## src/rtl/reg_bank_loader_pkg.sv

```systemverilog
// Shared constants, control-bit positions and FSM encoding
// for the staged register bank loader.
package reg_bank_pkg;

  localparam int NUM_REGS    = 32;
  localparam int DATA_W      = 4;
  localparam int ADDR_W      = 5;
  localparam int SYNC_STAGES = 2;
  localparam int CNT_W       = 8;

  localparam logic [ADDR_W-1:0] COMMIT_ADDR = 5'd31;

  localparam int CLR_BIT = 1;
  localparam int NOW_BIT = 0;
  localparam int ARM_BIT = 3;

  typedef enum logic [1:0] {
    IDLE,
    ARMED,
    COMMIT
  } state_t;

endpackage

```

## src/rtl/reg_bank_loader_if.sv

```systemverilog
// Nibble-write bus from the UART decoder.
// The UART drives it; the loader consumes it.
interface reg_bank_loader_if;
  import reg_bank_pkg::*;

  logic [ADDR_W-1:0] uart_addr;
  logic [DATA_W-1:0] uart_data;
  logic              uart_ready;

  modport master (
    output uart_addr,
    output uart_data,
    output uart_ready
  );

  modport slave (
    input uart_addr,
    input uart_data,
    input uart_ready
  );

endinterface

```

## src/rtl/reg_bank_loader_sync_rise.sv

```systemverilog
// N-flop synchronizer followed by a registered
// rising-edge pulse for an asynchronous level.
module sync_rise #(
  parameter int N = 2
) (
  input  logic clk,
  input  logic rst_n,
  input  logic d,
  output logic rise
);

  logic [N-1:0] sync_q;
  logic [N-1:0] fill_q;
  logic         prev_q;

  // fill_q marks when the chain holds real samples; until then
  // prev_q is held high so a level already high at reset release
  // is never mistaken for a fresh edge.
  always_ff @(posedge clk or negedge rst_n) begin
    if (!rst_n) begin
      sync_q <= '0;
      fill_q <= '0;
      prev_q <= 1'b1;
      rise   <= 1'b0;
    end else begin
      sync_q[0] <= d;
      fill_q[0] <= 1'b1;
      for (int i = 1; i < N; i++) begin
        sync_q[i] <= sync_q[i-1];
        fill_q[i] <= fill_q[i-1];
      end
      prev_q <= fill_q[N-1] ? sync_q[N-1] : 1'b1;
      rise   <= fill_q[N-1] & sync_q[N-1] & ~prev_q;
    end
  end

endmodule

```

## src/rtl/reg_bank_loader.sv

```systemverilog
// Staging bank fed by UART nibble writes, committed
// atomically into the active bank now or on frame_tick.
module reg_bank_loader #(
  parameter int NUM_REGS    = reg_bank_pkg::NUM_REGS,
  parameter int DATA_W      = reg_bank_pkg::DATA_W,
  parameter int SYNC_STAGES = reg_bank_pkg::SYNC_STAGES
) (
  input  logic                       clk,
  input  logic                       rst_n,
  reg_bank_loader_if.slave           uart,
  input  logic                       frame_tick,
  output logic [NUM_REGS*DATA_W-1:0] active_regs,
  output logic                       write_strobe,
  output logic                       commit_pending,
  output logic                       commit_done,
  output logic [7:0]                 write_count
);
  import reg_bank_pkg::*;

  logic              accept;
  logic              is_ctrl;
  logic              now_q;
  logic              arm_q;
  logic              load;
  state_t            state_q;
  state_t            state_d;
  logic [DATA_W-1:0] stage_q  [NUM_REGS-1];
  logic [DATA_W-1:0] active_q [NUM_REGS-1];

  sync_rise #(
    .N (SYNC_STAGES)
  ) u_sync (
    .clk   (clk),
    .rst_n (rst_n),
    .d     (uart.uart_ready),
    .rise  (accept)
  );

  assign is_ctrl = (uart.uart_addr == COMMIT_ADDR);

  always_ff @(posedge clk or negedge rst_n) begin
    if (!rst_n) begin
      for (int i = 0; i < NUM_REGS-1; i++)
        stage_q[i] <= '0;
    end else if (accept) begin
      for (int i = 0; i < NUM_REGS-1; i++) begin
        unique case (1'b1)
          is_ctrl && uart.uart_data[CLR_BIT]:
            stage_q[i] <= '0;
          !is_ctrl && uart.uart_addr == ADDR_W'(i):
            stage_q[i] <= uart.uart_data;
          default: ;
        endcase
      end
    end
  end

  // Control writes are decoded into one-cycle requests so a
  // clear in the same write lands in staging before the copy.
  always_ff @(posedge clk or negedge rst_n) begin
    if (!rst_n) begin
      write_strobe <= 1'b0;
      write_count  <= '0;
      now_q        <= 1'b0;
      arm_q        <= 1'b0;
    end else begin
      write_strobe <= accept;
      if (accept)
        write_count <= write_count + 8'd1;
      now_q <= accept & is_ctrl
             & uart.uart_data[NOW_BIT];
      arm_q <= accept & is_ctrl
             & ~uart.uart_data[NOW_BIT]
             & uart.uart_data[ARM_BIT];
    end
  end

  always_ff @(posedge clk or negedge rst_n) begin
    if (!rst_n)
      state_q <= IDLE;
    else
      state_q <= state_d;
  end

  always_comb begin
    state_d = state_q;
    unique case (state_q)
      IDLE: begin
        if (now_q)
          state_d = COMMIT;
        else if (arm_q)
          state_d = ARMED;
      end
      ARMED: begin
        if (now_q || frame_tick)
          state_d = COMMIT;
      end
      COMMIT: begin
        if (now_q)
          state_d = COMMIT;
        else if (arm_q)
          state_d = ARMED;
        else
          state_d = IDLE;
      end
      default: state_d = IDLE;
    endcase
  end

  // The copy happens on the edge entering COMMIT, so a staging
  // write on that same edge is not seen by the active bank.
  assign load = (state_d == COMMIT);

  always_ff @(posedge clk or negedge rst_n) begin
    if (!rst_n) begin
      for (int i = 0; i < NUM_REGS-1; i++)
        active_q[i] <= '0;
    end else if (load) begin
      for (int i = 0; i < NUM_REGS-1; i++)
        active_q[i] <= stage_q[i];
    end
  end

  always_comb begin
    active_regs = '0;
    for (int i = 0; i < NUM_REGS-1; i++)
      active_regs[i*DATA_W +: DATA_W] = active_q[i];
  end

  assign commit_pending = (state_q == ARMED);
  assign commit_done    = (state_q == COMMIT);

endmodule

```

## src/flat_wrapper.sv

```systemverilog
// flat-port wrapper written by rule: the top's interface ports become plain ports
module reg_bank_loader_flat import reg_bank_pkg::*;
#(
  parameter int NUM_REGS    = reg_bank_pkg::NUM_REGS,
  parameter int DATA_W      = reg_bank_pkg::DATA_W,
  parameter int SYNC_STAGES = reg_bank_pkg::SYNC_STAGES
)
  (clk, rst_n, frame_tick, active_regs, write_strobe, commit_pending, commit_done, write_count, uart_uart_addr, uart_uart_data, uart_uart_ready);
  reg_bank_loader_if uart_i ();
  input  logic clk;
  input  logic rst_n;
  input  logic frame_tick;
  output logic [NUM_REGS*DATA_W-1:0] active_regs;
  output logic write_strobe;
  output logic commit_pending;
  output logic commit_done;
  output logic [7:0] write_count;
  input wire logic [$bits(uart_i.uart_addr)-1:0] uart_uart_addr;
  input wire logic [$bits(uart_i.uart_data)-1:0] uart_uart_data;
  input wire logic [$bits(uart_i.uart_ready)-1:0] uart_uart_ready;
  assign uart_i.uart_addr = uart_uart_addr;
  assign uart_i.uart_data = uart_uart_data;
  assign uart_i.uart_ready = uart_uart_ready;
  reg_bank_loader #(.NUM_REGS(NUM_REGS), .DATA_W(DATA_W), .SYNC_STAGES(SYNC_STAGES)) u_core (.clk(clk), .rst_n(rst_n), .uart(uart_i), .frame_tick(frame_tick), .active_regs(active_regs), .write_strobe(write_strobe), .commit_pending(commit_pending), .commit_done(commit_done), .write_count(write_count));
endmodule
```

## config.mk

```make
export PLATFORM = sky130hd
export DESIGN_NAME = reg_bank_loader_flat
export DESIGN_NICKNAME = d
export VERILOG_FILES = /design/src/rtl/reg_bank_loader_pkg.sv /design/src/rtl/reg_bank_loader_if.sv /design/src/rtl/reg_bank_loader_sync_rise.sv /design/src/rtl/reg_bank_loader.sv /design/src/flat_wrapper.sv
export SDC_FILE = /design/constraint.sdc
export NUM_CORES = 1
export LEC_CHECK = 0
export ABC_AREA = 1
export BUFFER_PORTS_ARGS = -buffer_cell sky130_fd_sc_hd__buf_4
export CORE_ASPECT_RATIO = 2
export CORE_UTILIZATION = 35
export DETAILED_ROUTE_END_ITERATION = 8
export PLACE_DENSITY_LB_ADDON = 0.15
export SETUP_SLACK_MARGIN = 0.1
export SLEW_MARGIN = 15
export SYNTH_ARGS = -nofsm -noshare
export SYNTH_HDL_FRONTEND = slang
export SYNTH_HIERARCHICAL = 1
export SYNTH_SLANG_ARGS = --single-unit
```

## constraint.sdc

```tcl
create_clock -name clk -period 1.2 [get_ports clk]
set_input_delay 0.18 -clock clk [delete_from_list [all_inputs] [get_ports clk]]
set_output_delay 0.18 -clock clk [all_outputs]
set_load 0.05 [all_outputs]
```

[Word-level counts from Yosys, hierarchy flattened]
Index checks and enable logic that the tools add are counted.
Word-level totals
  bits of input ports: 13
  memories: 0
  bits in latches: 0
  output and inout bits: 139
  register bits after elaboration: 267
  memory bits (read-only): 0
  memory bits (writable): 0
  logic and storage cells: 250
Operators by class
  mux-type cells: 38
  bitwise operators: 8
  $mul: 0
  shifts and indexed selects: 0
  equality and inequality tests: 34
  div/mod/pow operators: 0
  order comparisons: 0
  $add $sub $neg: 1
  reductions and logical operators: 98
Operator list (number)
  $pmux W4 S2: 31
  $eq A5 B5 Y1 const B: 16
  $reduce_and A2 Y1: 31
  $reduce_bool A2 Y1: 31
  $eq A5 B4 Y1 const B: 8
  $logic_and A1 B1 Y1: 32
  $eq A5 B3 Y1 const B: 4
  $eq A5 B2 Y1 const B: 2
  $add A8 B1 Y8 const B: 1
  $mux W2: 4
  $and A1 B1 Y1: 6
  $pmux W2 S3: 1
  $eq A5 B1 Y1 const B: 1
  $logic_not A5 Y1: 1
  $eq A2 B2 Y1 const B: 2
  $eq A2 B1 Y1 const B: 1
  $logic_not A2 Y1: 1
  $mux W1: 2
  $not A1 Y1: 2
  $logic_not A1 Y1: 1
  $logic_or A1 B1 Y1: 1

[Longest topological paths before layout]
  word-level depth: 5
  gate-level depth with buffers: 8
  mapped depth without buffers: 7

[By module]
The synthesis kept the hierarchy.
Modules (own cells, without submodules)
  reg_bank_loader: times used 1, cells an instance 1158, area each 10308.6 µm², seq. area each 6531.3 µm²
  sync_rise: times used 1, cells an instance 11, area each 172.7 µm², seq. area each 151.4 µm²

[Worst setup path after synthesis]
OpenSTA, ideal clock, no wires.
  kind: register to register
  start: reg u_core.write_count[0]
  end: reg u_core.write_count[6]
  data arrival time: 1.313 ns
  path slack: -0.195 ns
  buffers on the path: 0
  period minus slack after synthesis: 1.395 ns
  cell stages (with the launch flop): 5
  required time: 1.118 ns
  cell sequence: dfrtp_1 > ha_1 > nand4_1 > nor2_1 > xor2_1
Between the ends
  word-level cells in the longest chain between the ends: 1
RTL lines
  start: declaration: RTL line reg_bank_loader.sv:16  | output logic [7:0] write_count
  start signal: assignment: RTL line reg_bank_loader.sv:69  | write_count <= write_count + 8'd1;
  $add A8 B1 Y8: RTL line reg_bank_loader.sv:69
No other way between the ends.
A chain may end at the register's enable or synchronous reset.

[Worst setup path in the final report]
  start: reg u_core.state_q[0]
  end: out commit_done
Between the ends
  word-level cells in the longest chain between the ends: 1
RTL lines
  start: declaration: RTL line reg_bank_loader.sv:25  | state_t state_q;
  start signal: assignment: RTL line reg_bank_loader.sv:82  | state_q <= state_d;
  $eq A2 B2 Y1: RTL line reg_bank_loader.sv:131  | assign commit_done = (state_q == COMMIT);
  end: declaration: RTL line flat_wrapper.sv:16  | output logic commit_done;
No other way between the ends.

==> flow_summary.json <==
{
  "synth.area.top_cells": "dfrtp_1, nand2_1, nand3_1",
  "initial_core_util_pct": 35.5,
  "grt_util_all_layers_pct": 22.7,
  "cp-start-kind": "flop",
  "p_per_area_nw_per_um2": 1140,
  "irDropWorstVdd_v": 0.000925,
  "diodes": 0,
  "timing.final.crit_share_pct": 132,
  "die-area_um2": 30700,
  "finalMaxSlewViolations": 0,
  "synth-warning-count": 6,
  "fin_worst_hold_slack_ns": 0.130,
  "worst_slack_ns": -0.385,
  "layout.nets": 1480,
  "violations": "negative setup slack",
  "core-area_um2": 29500,
  "setup-violations-final": 390,
  "remaining_drc_errors": 0,
  "postSynthCellCount": 1169,
  "fin_skew_ns": 0.0210,
  "postSynthAreaPerCell_um2": 8.97,
  "syn_area_um2": 10500,
  "crit_buf_inv": 3,
  "cts_tree": "done",
  "final_area_um2": 16800,
  "ys_ff_latch": 267,
  "crit_fanout": 2,
  "dp_hpwl_mm": 20.0,
  "synth_most_common_cell": "nand2_1",
  "tightest_slew_ns": 0.822,
  "cp.arrival_ns": 1.41,
  "required_ns": 1.02,
  "grt_first_pass_wirelength_mm": 53.9,
  "status": "complete, but fails checks",
  "final_antenna_net_count": 0,
  "hold_viol": 0,
  "critical-path-top-delay-family": "flip-flops",
  "fmax_mhz": 631,
  "cts-root-buf": "clkbuf_16",
  "cts_sinks": 267,
  "cts_made_buffers": 24,
  "cts_buffer_depth": 3,
  "dpl-instance-area_um2": 12800,
  "drtIter0Drc": 470,
  "synth-main-ff-cell": "dfrtp_1",
  "seq_area_frac_synth_pct": 63.8,
  "yosys.area.top_type_share_pct": 63.5,
  "dr.pass1.iters": 5,
  "crit_type": "flop to output pin",
  "h-tree-depth": 1,
  "synthTopCellsByCount": "nand2_1, dfrtp_1, nand3_1, o21ai_0, nor2_1",
  "endpoint_kind": "output pin",
  "wl_mm": 34.0,
  "asyncSetResetFlopFracSynth_pct": 100,
  "grt_pass1_vias": 9477,
  "io_pins": 152,
  "min_period_ns": 1.59,
  "p_leak_nw": 8.65,
  "path_cells": "buf_6, buf_6, nor2_4, buf_6",
  "die_y_um": 247,
  "synth_edf_count": 0,
  "slowest_delay_ns": 0.40,
  "gp_congestion": 0.871,
  "portBuffers": 147,
  "wl_per_cell_um": 18.4,
  "slew_headroom_pct": 45.0,
  "drive_gt1_share_pct": 39.0,
  "vias": 8956,
  "row_count": 89,
  "clk_pin_slew_ns": 0.07,
  "clk_latency_ns": 0.54,
  "grt-ovfl-total": 0,
  "area_growth_pct": 59.9,
  "vias_per_cell": 4.85,
  "crit_slowest_cell": "dfrtp_1",
  "antenna_found_initial": 0,
  "yosysTopAreaCell": "dfrtp_1",
  "min_path_type": "primary input to flop",
  "rsz0062_at_grt": "yes",
  "grt_max_degree": 51,
  "cap_violations": 0,
  "post_synth_num_cell_types": 27,
  "dieWidth_um": 124,
  "crit_top_cell": "buf_6"
}
-- cells by family after synthesis --
group	after synthesis	synth area share, %
xor+xnor	5	0.418
other cells	2	0.0717
compound gates	55	2.65
flops	267	63.8
fa+ha+maj	1	0.119
buf+inv	88	4.08
simple gates	751	28.9
-- path summary, 6_finish.rpt --
path | slack, ns | end | start | depth (start not counted)
max | -0.39 | commit_done | u_core/state_q[0] | 4
min | 0.13 | u_core/stage_q[21] | uart_uart_data[1] | 4
max reg2reg | -0.32 | u_core/active_regs[67] | u_core/state_q[0] | 9
min reg2reg | 0.35 | u_core/u_sync/fill_q[1] | u_core/u_sync/fill_q[0] | 0
max in group asynchronous | 0.46 | u_core/u_sync/prev_q | rst_n | 3
min in group asynchronous | 0.14 | u_core/active_regs[6] | rst_n | 2
-- per-layer routing --
layer  part of all wire (%)  GRT usage, %  routed length [µm]  vias to the layer above
li1                       -             -                   -                     4306
met1                     37          25.1               12600                     4393
met2                     57          44.3               19300                      202
met5                      0             0                   0                        -
met3                    3.2          2.27                1090                       55
met4                    2.8          8.15                 947                        0
-- repair_timing --
item | 4_1_cts | 5_1_grt
hold buffers | 6 | 0
hold endpoints to repair | 290 | 0
pin swaps | 64 | 32
setup buffers | 81 | 2
gates cloned | 33 | 0
gates resized for setup | 424 | 51
endpoints found under the setup margin | 389 | 394
-- cell type report --
type	count	area [µm²]
fill	2532	12700
sequential	267	6690
multi-input combinational	817	4560
timing repair buffer	325	4130
clock buffer	36	707
tap	364	455
inverter	31	141
clock inverter	6	82.6
-- where the power goes --
group	leakage [nW]	internal, mW	switching (mW)
combinational	4.59	0.651	1.04
clock	0.385	4.49	3.39
sequential	3.68	9.30	0.238
-- worst reg2reg max path: cells and delay by family, from the launching register on --
family	cells	cell delay [ns]
buf+inv	5	0.69
flops	1	0.40
simple gates	4	0.31
-- metrics by stage --
step	power, mW	util [%]	setup WS, ns	setup TNS, ns	instances
finish	19.1	56.8	-0.385	-57.98	1846
detailed placement	11.0	43.3	-0.203	-28.12	1692
global placement	11.0	43.3	-0.185	-21.37	1692
CTS	19.3	56.8	-0.402	-61.14	1854
global route	19.8	56.8	-0.428	-74.32	1846
floorplan	10.4	-	-0.00360	-0.144	1172
-- flip-flops by register name (all words and copies together) (netlist names), 2 cells and up --
register,cells
u_core/active_regs,124
u_core/stage_q,124
u_core/state_q,2
u_core/u_sync/fill_q,2
u_core/u_sync/sync_q,2
u_core/write_count,8
-- placed cells by master (no fill, tap or decap), types with 4 or more instances in the layout --
| cell | synthesis | routed |
|---|---|---|
| bufbuf_16 | 0 | 8 |
| nand2_2 | 2 | 31 |
| buf_4 | 5 | 98 |
| nand3_1 | 134 | 13 |
| nand2_1 | 571 | 517 |
| xor2_1 | 4 | 4 |
| dfrtp_2 | 0 | 8 |
| inv_1 | 27 | 19 |
| nand3_4 | 0 | 8 |
| clkbuf_16 | 0 | 25 |
| clkbuf_8 | 0 | 4 |
| clkbuf_1 | 22 | 7 |
| conb_1 | 2 | 5 |
| buf_12 | 0 | 34 |
| buf_16 | 0 | 21 |
| nand4_1 | 4 | 4 |
| nor2_4 | 1 | 15 |
| dlygate4sd3_1 | 0 | 6 |
| o21ai_1 | 0 | 48 |
| dfrtp_1 | 266 | 258 |
| nand2_4 | 0 | 13 |
| nand3_2 | 1 | 114 |
| inv_2 | 2 | 6 |
| nor2_1 | 33 | 15 |
| buf_6 | 7 | 149 |
| nand2_8 | 0 | 12 |
| nor2_2 | 2 | 6 |
| buf_8 | 0 | 9 |
No activity file was read; power rests on OpenSTA's default activity.
